`src/rtl/display_pkg.sv`:
```
// Shared types and constants for the BCD stopwatch display block.
// Holds the count direction encoding and a width helper for the internal counters.
package display_pkg;

  typedef enum logic {
    DIR_UP   = 1'b0,
    DIR_DOWN = 1'b1
  } dir_e;

  localparam logic [3:0] BCD_NINE = 4'd9;

  // Ceiling log2, used to size the prescaler, refresh and index counters.
  function automatic int clog2(input int n);
    int r;
    r = 0;
    while ((1 << r) < n) r++;
    return r;
  endfunction

endpackage

```
`src/rtl/bcd_decade.sv`:
```
// One BCD decade of the stopwatch counter.
// Advances when enabled and every lower decade is at its rollover value.
module bcd_decade
  import display_pkg::*;
(
  input  logic       clk,
  input  logic       reset,
  input  logic       clr_i,
  input  logic       en_i,
  input  logic       up_i,
  input  logic       cin_i,
  output logic [3:0] digit_o,
  output logic       cout_o
);

  logic [3:0] digit_q;
  logic [3:0] digit_d;

  // Carry/borrow out: this and all lower decades sit at 9 (up) or 0 (down).
  assign cout_o  = cin_i & (up_i ? (digit_q == BCD_NINE) : (digit_q == 4'd0));
  assign digit_o = digit_q;

  always_comb begin
    digit_d = digit_q;
    if (clr_i) begin
      digit_d = 4'd0;
    end else if (en_i && cin_i) begin
      if (up_i) digit_d = (digit_q == BCD_NINE) ? 4'd0 : digit_q + 4'd1;
      else      digit_d = (digit_q == 4'd0) ? BCD_NINE : digit_q - 4'd1;
    end
  end

  always_ff @(posedge clk or posedge reset) begin
    if (reset) digit_q <= 4'd0;
    else       digit_q <= digit_d;
  end

endmodule

```
`src/rtl/bcd_stopwatch_display.sv`:
```
// N-digit BCD stopwatch with run/direction/lap/clear buttons, tick prescaler
// and a multiplexed digit scanner with optional leading-zero blanking.
module bcd_stopwatch_display
  import display_pkg::*;
#(
  parameter int NUM_DIGITS  = 4,
  parameter int TICK_DIV    = 50000000,
  parameter int REFRESH_DIV = 25000,
  parameter int BLANK_LZ    = 1
) (
  input  logic                    clk,
  input  logic                    reset,
  input  logic                    btn_run,
  input  logic                    btn_dir,
  input  logic                    btn_lap,
  input  logic                    btn_clear,
  output logic [4*NUM_DIGITS-1:0] count_bcd,
  output logic                    running,
  output logic                    direction,
  output logic                    lap_active,
  output logic                    wrap,
  output logic [NUM_DIGITS-1:0]   digit_select,
  output logic [3:0]              digit_data,
  output logic                    digit_blank
);

  localparam int CW = 4 * NUM_DIGITS;
  localparam int PW = (clog2(TICK_DIV) < 1) ? 1 : clog2(TICK_DIV);
  localparam int RW = (clog2(REFRESH_DIV) < 1) ? 1 : clog2(REFRESH_DIV);
  localparam int IW = (NUM_DIGITS > 1) ? clog2(NUM_DIGITS) : 1;

  logic [3:0] btnNow;
  logic [3:0] btnPrev_q;
  logic       runEdge, dirEdge, lapEdge, clearEdge;

  assign btnNow    = {btn_clear, btn_lap, btn_dir, btn_run};
  assign runEdge   = btnNow[0] & ~btnPrev_q[0];
  assign dirEdge   = btnNow[1] & ~btnPrev_q[1];
  assign lapEdge   = btnNow[2] & ~btnPrev_q[2];
  assign clearEdge = btnNow[3] & ~btnPrev_q[3];

  always_ff @(posedge clk or posedge reset) begin
    if (reset) btnPrev_q <= 4'd0;
    else       btnPrev_q <= btnNow;
  end

  logic          running_q;
  dir_e          direction_q;
  logic          lapActive_q;
  logic          wrap_q;
  logic [CW-1:0] snapshot_q;
  logic [PW-1:0] presc_q;
  logic          tick;

  assign tick = running_q && (presc_q == PW'(TICK_DIV - 1));

  always_ff @(posedge clk or posedge reset) begin
    if (reset)                presc_q <= '0;
    else if (clearEdge||tick) presc_q <= '0;
    else if (running_q)       presc_q <= presc_q + 1'b1;
  end

  logic [CW-1:0]         countBcd;
  logic [NUM_DIGITS:0]   carry;

  assign carry[0] = 1'b1;

  for (genvar g = 0; g < NUM_DIGITS; g++) begin : g_decade
    bcd_decade u_decade (
      .clk     (clk),
      .reset   (reset),
      .clr_i   (clearEdge),
      .en_i    (tick),
      .up_i    (direction_q == DIR_UP),
      .cin_i   (carry[g]),
      .digit_o (countBcd[4*g +: 4]),
      .cout_o  (carry[g+1])
    );
  end

  // Clear overrides everything; toggles see the pre-edge state of this cycle.
  always_ff @(posedge clk or posedge reset) begin
    if (reset) begin
      running_q   <= 1'b0;
      direction_q <= DIR_UP;
      lapActive_q <= 1'b0;
      snapshot_q  <= '0;
      wrap_q      <= 1'b0;
    end else begin
      wrap_q <= tick & carry[NUM_DIGITS] & ~clearEdge;
      if (clearEdge) begin
        running_q   <= 1'b0;
        lapActive_q <= 1'b0;
      end else begin
        if (runEdge) running_q <= ~running_q;
        if (dirEdge) direction_q <= (direction_q == DIR_UP) ? DIR_DOWN : DIR_UP;
        if (lapEdge) begin
          if (lapActive_q) begin
            lapActive_q <= 1'b0;
          end else if (running_q) begin
            snapshot_q  <= countBcd;
            lapActive_q <= 1'b1;
          end
        end
      end
    end
  end

  logic [RW-1:0] refresh_q;
  logic [IW-1:0] idx_q;

  always_ff @(posedge clk or posedge reset) begin
    if (reset) begin
      refresh_q <= '0;
      idx_q     <= '0;
    end else if (refresh_q == RW'(REFRESH_DIV - 1)) begin
      refresh_q <= '0;
      if (NUM_DIGITS > 1)
        idx_q <= (idx_q == IW'(NUM_DIGITS - 1)) ? '0 : idx_q + 1'b1;
    end else begin
      refresh_q <= refresh_q + 1'b1;
    end
  end

  logic [CW-1:0]         dispSrc;
  logic [NUM_DIGITS-1:0] selNext;
  logic [3:0]            dataNext;
  logic                  blankNext;
  logic                  zeroRun;
  logic [NUM_DIGITS-1:0] digitSel_q;
  logic [3:0]            digitData_q;
  logic                  digitBlank_q;

  assign dispSrc = lapActive_q ? snapshot_q : countBcd;

  // zeroRun tracks whether this nibble and all more-significant ones are zero.
  always_comb begin
    selNext   = '1;
    dataNext  = 4'd0;
    blankNext = 1'b0;
    zeroRun   = 1'b1;
    for (int i = NUM_DIGITS - 1; i >= 0; i--) begin
      zeroRun = zeroRun & (dispSrc[4*i +: 4] == 4'd0);
      if (idx_q == IW'(i)) begin
        selNext[i] = 1'b0;
        dataNext   = dispSrc[4*i +: 4];
        blankNext  = (BLANK_LZ != 0) && (i != 0) && zeroRun;
      end
    end
  end

  always_ff @(posedge clk or posedge reset) begin
    if (reset) begin
      digitSel_q   <= ~(NUM_DIGITS'(1));
      digitData_q  <= 4'd0;
      digitBlank_q <= 1'b0;
    end else begin
      digitSel_q   <= selNext;
      digitData_q  <= dataNext;
      digitBlank_q <= blankNext;
    end
  end

  assign count_bcd    = countBcd;
  assign running      = running_q;
  assign direction    = direction_q;
  assign lap_active   = lapActive_q;
  assign wrap         = wrap_q;
  assign digit_select = digitSel_q;
  assign digit_data   = digitData_q;
  assign digit_blank  = digitBlank_q;

endmodule

```
`config.mk`:
```
export PLATFORM = sky130hd
export DESIGN_NAME = bcd_stopwatch_display
export DESIGN_NICKNAME = d
export VERILOG_FILES = /design/src/rtl/display_pkg.sv /design/src/rtl/bcd_decade.sv /design/src/rtl/bcd_stopwatch_display.sv
export SDC_FILE = /design/constraint.sdc
export NUM_CORES = 1
export LEC_CHECK = 0
export CAP_MARGIN = 10
export CELL_PAD_IN_SITES_DETAIL_PLACEMENT = 1
export CELL_PAD_IN_SITES_GLOBAL_PLACEMENT = 2
export CORE_AREA = 5 5 117 201
export DETAILED_ROUTE_END_ITERATION = 6
export DIE_AREA = 0 0 122 206
export PLACE_DENSITY_LB_ADDON = 0.3
export SYNTH_ARGS = -nofsm -noshare
export SYNTH_HDL_FRONTEND = slang
export SYNTH_SLANG_ARGS = --single-unit
```
`constraint.sdc`:
```
create_clock -name clk -period 4 [get_ports clk]
set_clock_uncertainty 0.2 [all_clocks]
set_input_delay 0.6 -clock clk [delete_from_list [all_inputs] [get_ports clk]]
set_output_delay 0.6 -clock clk [all_outputs]
set_load 0.1 [all_outputs]
```
* After elaboration in Yosys (flattened, before gate mapping)
Cells that the tools add are included.
** Word-level totals
- Bits in registers :: 92
- Input port bits :: 6
- Output and inout port bits :: 29
- Logic and storage cells :: 124
** Cells by class
- $add $sub $neg :: 11
- Equal/unequal tests :: 9
- Mux-type cells :: 48
- Bitwise operators :: 18
- Reduce and logical (&&, ||, !) cells :: 22
** Operators by type and width (count)
- 2-to-1 mux 4 bit :: 24
- 2-to-1 mux 26 bit :: 2
- zero test 4 bit :: 7
- adder 26 x 1 -> 26 bit (second input constant) :: 1
- == test 26 bit (second input constant) :: 1
- 2-to-1 mux 1 bit :: 19
- adder 4 x 1 -> 4 bit (second input constant) :: 4
- == test 4 bit (second input constant) :: 4
- 2-to-1 mux 16 bit :: 1
- subtractor 4 x 1 -> 4 bit (second input constant) :: 4
- adder 15 x 1 -> 15 bit (second input constant) :: 1
- == test 15 bit (second input constant) :: 1
- 2-to-1 mux 15 bit :: 1
- nonzero test 2 bit :: 7
- AND 1 bit :: 11
- inverter 1 bit :: 7
- == test 2 bit (second input constant) :: 2
- logical AND 1 bit :: 4
- AND reduction 4 bit :: 1
- adder 2 x 1 -> 2 bit (second input constant) :: 1
- == test 2 x 1 -> 1 bit (second input constant) :: 1
- zero test 2 bit :: 1
- 2-to-1 mux 2 bit :: 1
- AND reduction 2 bit :: 1
- logical OR 1 bit :: 1

* Longest topological paths before layout
- Word-level depth :: 7
- Depth in mapped cells :: 9

* Cells and area by module
From an unflattened synthesis, not the netlist that was laid out.
** Second synthesis, totals
- Cell total of the unflattened synthesis :: 534
- Area, all modules :: 5390.2 µm²
** By module, submodules not included
- bcd_stopwatch_display :: times used 1, cells an instance 354, area an instance 3783.6 µm², sequential area each 1905.6 µm²
- bcd_decade :: times used 4, cells an instance 45, area an instance 401.6 µm², sequential area each 100.1 µm²

* Worst setup path before layout
No wires, ideal clock.
- Path type :: reg-to-reg
- From :: register g_decade[0].u_decade.digit_q[0]
- To :: register g_decade[3].u_decade.digit_q[1]
- Library setup time :: 78 ps
- Arrival time :: 2884 ps
- Required time :: 3722 ps
- Setup slack :: 838 ps
- Stages on the path, launching flop included :: 9
- Buffers on the path :: 1
- Clock period less this slack :: 3162 ps
- Cell sequence :: dfrtp_1 -> clkbuf_1 -> inv_1 -> ha_1 -> nor4bb_1 -> o22ai_1 -> or4_4 -> or4_1 -> a21oi_1
** Between the ends
- Longest elaborated chain between the ends :: 6
- Elaborated cells on any way between the ends :: 7
- Those cells by class :: eq/ne: 1; mux: 1; bitwise: 2; reduce/logical: 3
** Ends and longest elaborated chain
- from (decl) :: line bcd_decade.sv:16 : logic [3:0] digit_q;
- from (signal assigned) :: line bcd_decade.sv:35 : else digit_q <= digit_d;
- == test 4 bit / zero test 4 bit (equally long branches) :: line bcd_decade.sv:20 : assign cout_o = cin_i & (up_i ? (digit_q == BCD_NINE) : (digit_q == 4'd0));
- 2-to-1 mux 1 bit * :: line bcd_decade.sv:20
- AND 1 bit * (2 in series) :: line bcd_decade.sv:20
- logical AND 1 bit * :: line bcd_decade.sv:27 : end else if (en_i && cin_i) begin
- nonzero test 2 bit (no source line) *
- to (signal assigned) :: line bcd_decade.sv:35
- to (decl) :: line bcd_decade.sv:16
Every way passes the cells marked *; elsewhere a longest branch is shown, timed or not.
A chain may end at the register's enable or synchronous reset.

* Worst setup path after layout
- From :: register g_decade[0].u_decade.digit_q[2]
- To :: output port count_bcd[2]
** RTL lines
- to (decl) :: line bcd_stopwatch_display.sv:17 : output logic [4*NUM_DIGITS-1:0] count_bcd,
No word-level cell between the ends.

==> flow_summary.ini <==
[status]
outcome = finished, final reports clean

[sta]
tightest_slew_ps = 1010
setup_viol = 0
slew_viol_final = 0
fmax_mhz = 331
tns_ps = 0
rsz0062_at_grt = no
min_period_ps = 3020
finalHoldViolCount = 0
maxSlewHeadroom = 0.328
worst_slack_ps = 977
fin_crit_sh = 0.756

[floorplan]
fp.dieW_um = 122
io_pins = 35
die_h_um = 206
initial_core_util = 0.237
fp-row-count = 71
fp.coreArea_mm2 = 0.0216
die_area_mm2 = 0.0251

[power]
p_comb_frac = 0.317
power.switching_mw = 1.18
clockPowerShare = 0.286
peakVddDrop_mv = 0.433
p_per_area_mw_per_mm2 = 491
seqPwrFrac = 0.397
leakagePower_nw = 2.52
swShare = 0.394
p_int_mw = 1.81

[synth]
postSynthAreaPerCell_um2 = 9.71
synth_top_area_cell = dfrtp_1
synth_top_area_share = 0.436
ys_ff_latch = 92
seq_area_frac_synth = 0.451
async_flop_share = 1.00
syn_area_mm2 = 0.00511
synthDistinctLibCells = 54
postSynthCellCount = 526
synth-main-ff-cell = dfrtp_1
synth_area_leaders = dfrtp_1 44%, mux2_2 5.7%, ha_1 4.7%, nor2_1 4.4%, xnor2_1 3.4%
synth_nets = 551
yosys_warnings = 0
synth_edf_count = 0

[finish]
multi_input_comb_area_mm2 = 0.00261
post-route-util = 0.282
final_common_cell = dfrtp_1
num_antenna_cells = 0
nets = 580
fillers = 2470
area_delta_synth_final_pct = 19.0
regArea_mm2 = 0.00231
drive_gt1_frac = 0.120
final_cell_mix = 89 x dfrtp_1, 60 x nor2_1, 32 x nand2_1

[worst_setup_path]
max_stage_delay_ps = 1240
critPathKind = reg -> out
cp.buffers_inverters = 1
cpMaxStageDelayCell = clkdlybuf4s50_1
crit_path_cell_trace = clkdlybuf4s50_1
startpoint = g_decade[0].u_decade.digit_o[2]
crit_path_max_fanout = 13
r2r_cells = 7
cp-end-kind = output pin
start_kind = flip-flop
cp.depth = 1
rr_startpoint = g_decade[0].u_decade.digit_o[0]
path_delay_family = buffers and inverters
required_ps = 3200
arrival_ps = 2220

[clocking]
cts_sinks = 92
tritoncts = built
h-tree-depth = 3
clk_pin_slew_ps = 70
cts_setup_buffers = 0
cts_buffers = 9
clk_path_buf_depth = 2
cts_resized = 0
cts_root_buf = clkbuf_16
hold_buffers = 0
worstSkewPairLatency_ps = 350

[grt]
grt_util_all_layers = 0.120
grt_max_degree = 59
overflow = 0
grt_pass1_wl_um = 23600
grt_pass1_vias = 4413
antenna_found_initial = 0

[placed_design]
dp_hpwl_um = 10800
globalplace.congestion = 0.754
post-place-ws_ps = 1030
portBuffers = 34

[flow_run]
maxCapViolCount = 0

[min_path]
whs_path_depth = 1
worstHoldPathType = reg -> reg
hp-start = refresh_q[0]

[drt]
ant_nets = 0
dr_total_vias = 4019
vias_per_cell = 4.72
detailedRoute.firstIterationViolations = 136
post_drt_wl_per_cell_um = 17.0
dr.pass1.iters = 4
route.detailed.drc = 0
drt-total-wl_um = 14500
path summary, 6_finish.rpt:
| path | to | slack (ps) |
|---|---|---|
| hold / removal | refresh_q[0] | 260 |
| min in group asynchronous | presc_q[3] | 560 |
| setup / recovery | count_bcd[2] | 980 |
| setup reg to reg | g_decade[3].u_decade.digit_o[3] | 1020 |
| max in group asynchronous | digit_select[1] | 2250 |
| hold reg to reg | refresh_q[0] | 260 |
sequential cells by signal, summed over array words and instances (netlist names):
register and cells:
presc_q 26, digit_data 4, lap_active 1, digit_blank 1, digit_select 4, wrap 1, g_decade.u_decade.digit_o 16, idx_q 2
running 1, direction 1, refresh_q 15, snapshot_q 16, btnPrev_q 4
worst register-to-register path: cells and delay by family, from the launching register on:
family / cells / cell delay (ps)
AOI/OAI and AO/OA: 2 / 340
adders and majority gates: 1 / 250
buffers and inverters: 1 / 140
DFF: 1 / 510
and+or+nand+nor: 3 / 1450
per-layer routing:
layer | up-vias | part of all wire | global-route usage | wire length [µm]
met5 | - | 0 | 0 | 0
met4 | 0 | 0.019 | 0.0409 | 281
met3 | 17 | 0.019 | 0.0178 | 276
met2 | 36 | 0.57 | 0.237 | 8330
met1 | 2048 | 0.39 | 0.127 | 5640
li1 | 1918 | - | - | -
area by class of cell:
cell class                      instances  share of cell area
Multi-Input combinational cell        382               0.429
Tap cell                              292              0.0601
Sequential cell                        92               0.379
Timing Repair Buffer                   43              0.0659
Clock inverter                          4             0.00494
Inverter                               27              0.0171
Clock buffer                           12              0.0438
power groups by stage:
stage | Clock (mW) | Combinational [mW] | Sequential [mW]
floorplan | 0 | 0.468 | 1.41
global placement | 0 | 0.942 | 1.20
detailed placement | 0 | 0.953 | 1.20
CTS | 0.894 | 0.960 | 1.19
global route | 0.929 | 1.02 | 1.21
finish | 0.854 | 0.944 | 1.18
logic make-up (layout without fill, tap and decap cells):
group,after synthesis,after routing,synth area share
flops,92,92,0.451
buf+inv,52,86,0.0389
xor+xnor,39,39,0.0669
simple gates,205,205,0.212
compound gates,81,81,0.103
fa+ha+maj,19,19,0.0465
mux,38,38,0.0808
per-stage QoR:
step / cells / cell area (µm²) / power (mW) / hold WS, ps
6_report: 852 / 6080 / 2.98 / 261
5_1_grt: 852 / 6080 / 3.15 / 278
4_1_cts: 852 / 6080 / 3.04 / 264
3_5_place_dp: 836 / 5780 / 2.16 / 254
3_3_place_gp: 836 / 5780 / 2.14 / 245
2_1_floorplan: 526 / 5110 / 1.88 / 233
synth_stat cells, types with 7 or more instances:
library cell and count:
nand2b_1 8, ha_1 19, mux2_2 26, nor3_1 14
inv_1 27, mux2i_1 12, nor2b_1 7, o21ai_0 12
xor2_1 19, nand4_1 15, xnor2_1 20, a21oi_1 25
o211ai_1 8, nor4_1 9, clkbuf_1 18, a31oi_1 7
nand3_1 19, nand2_1 32, nor2_1 60, dfrtp_1 89
Note: power is estimated with default switching activity, not from simulation.
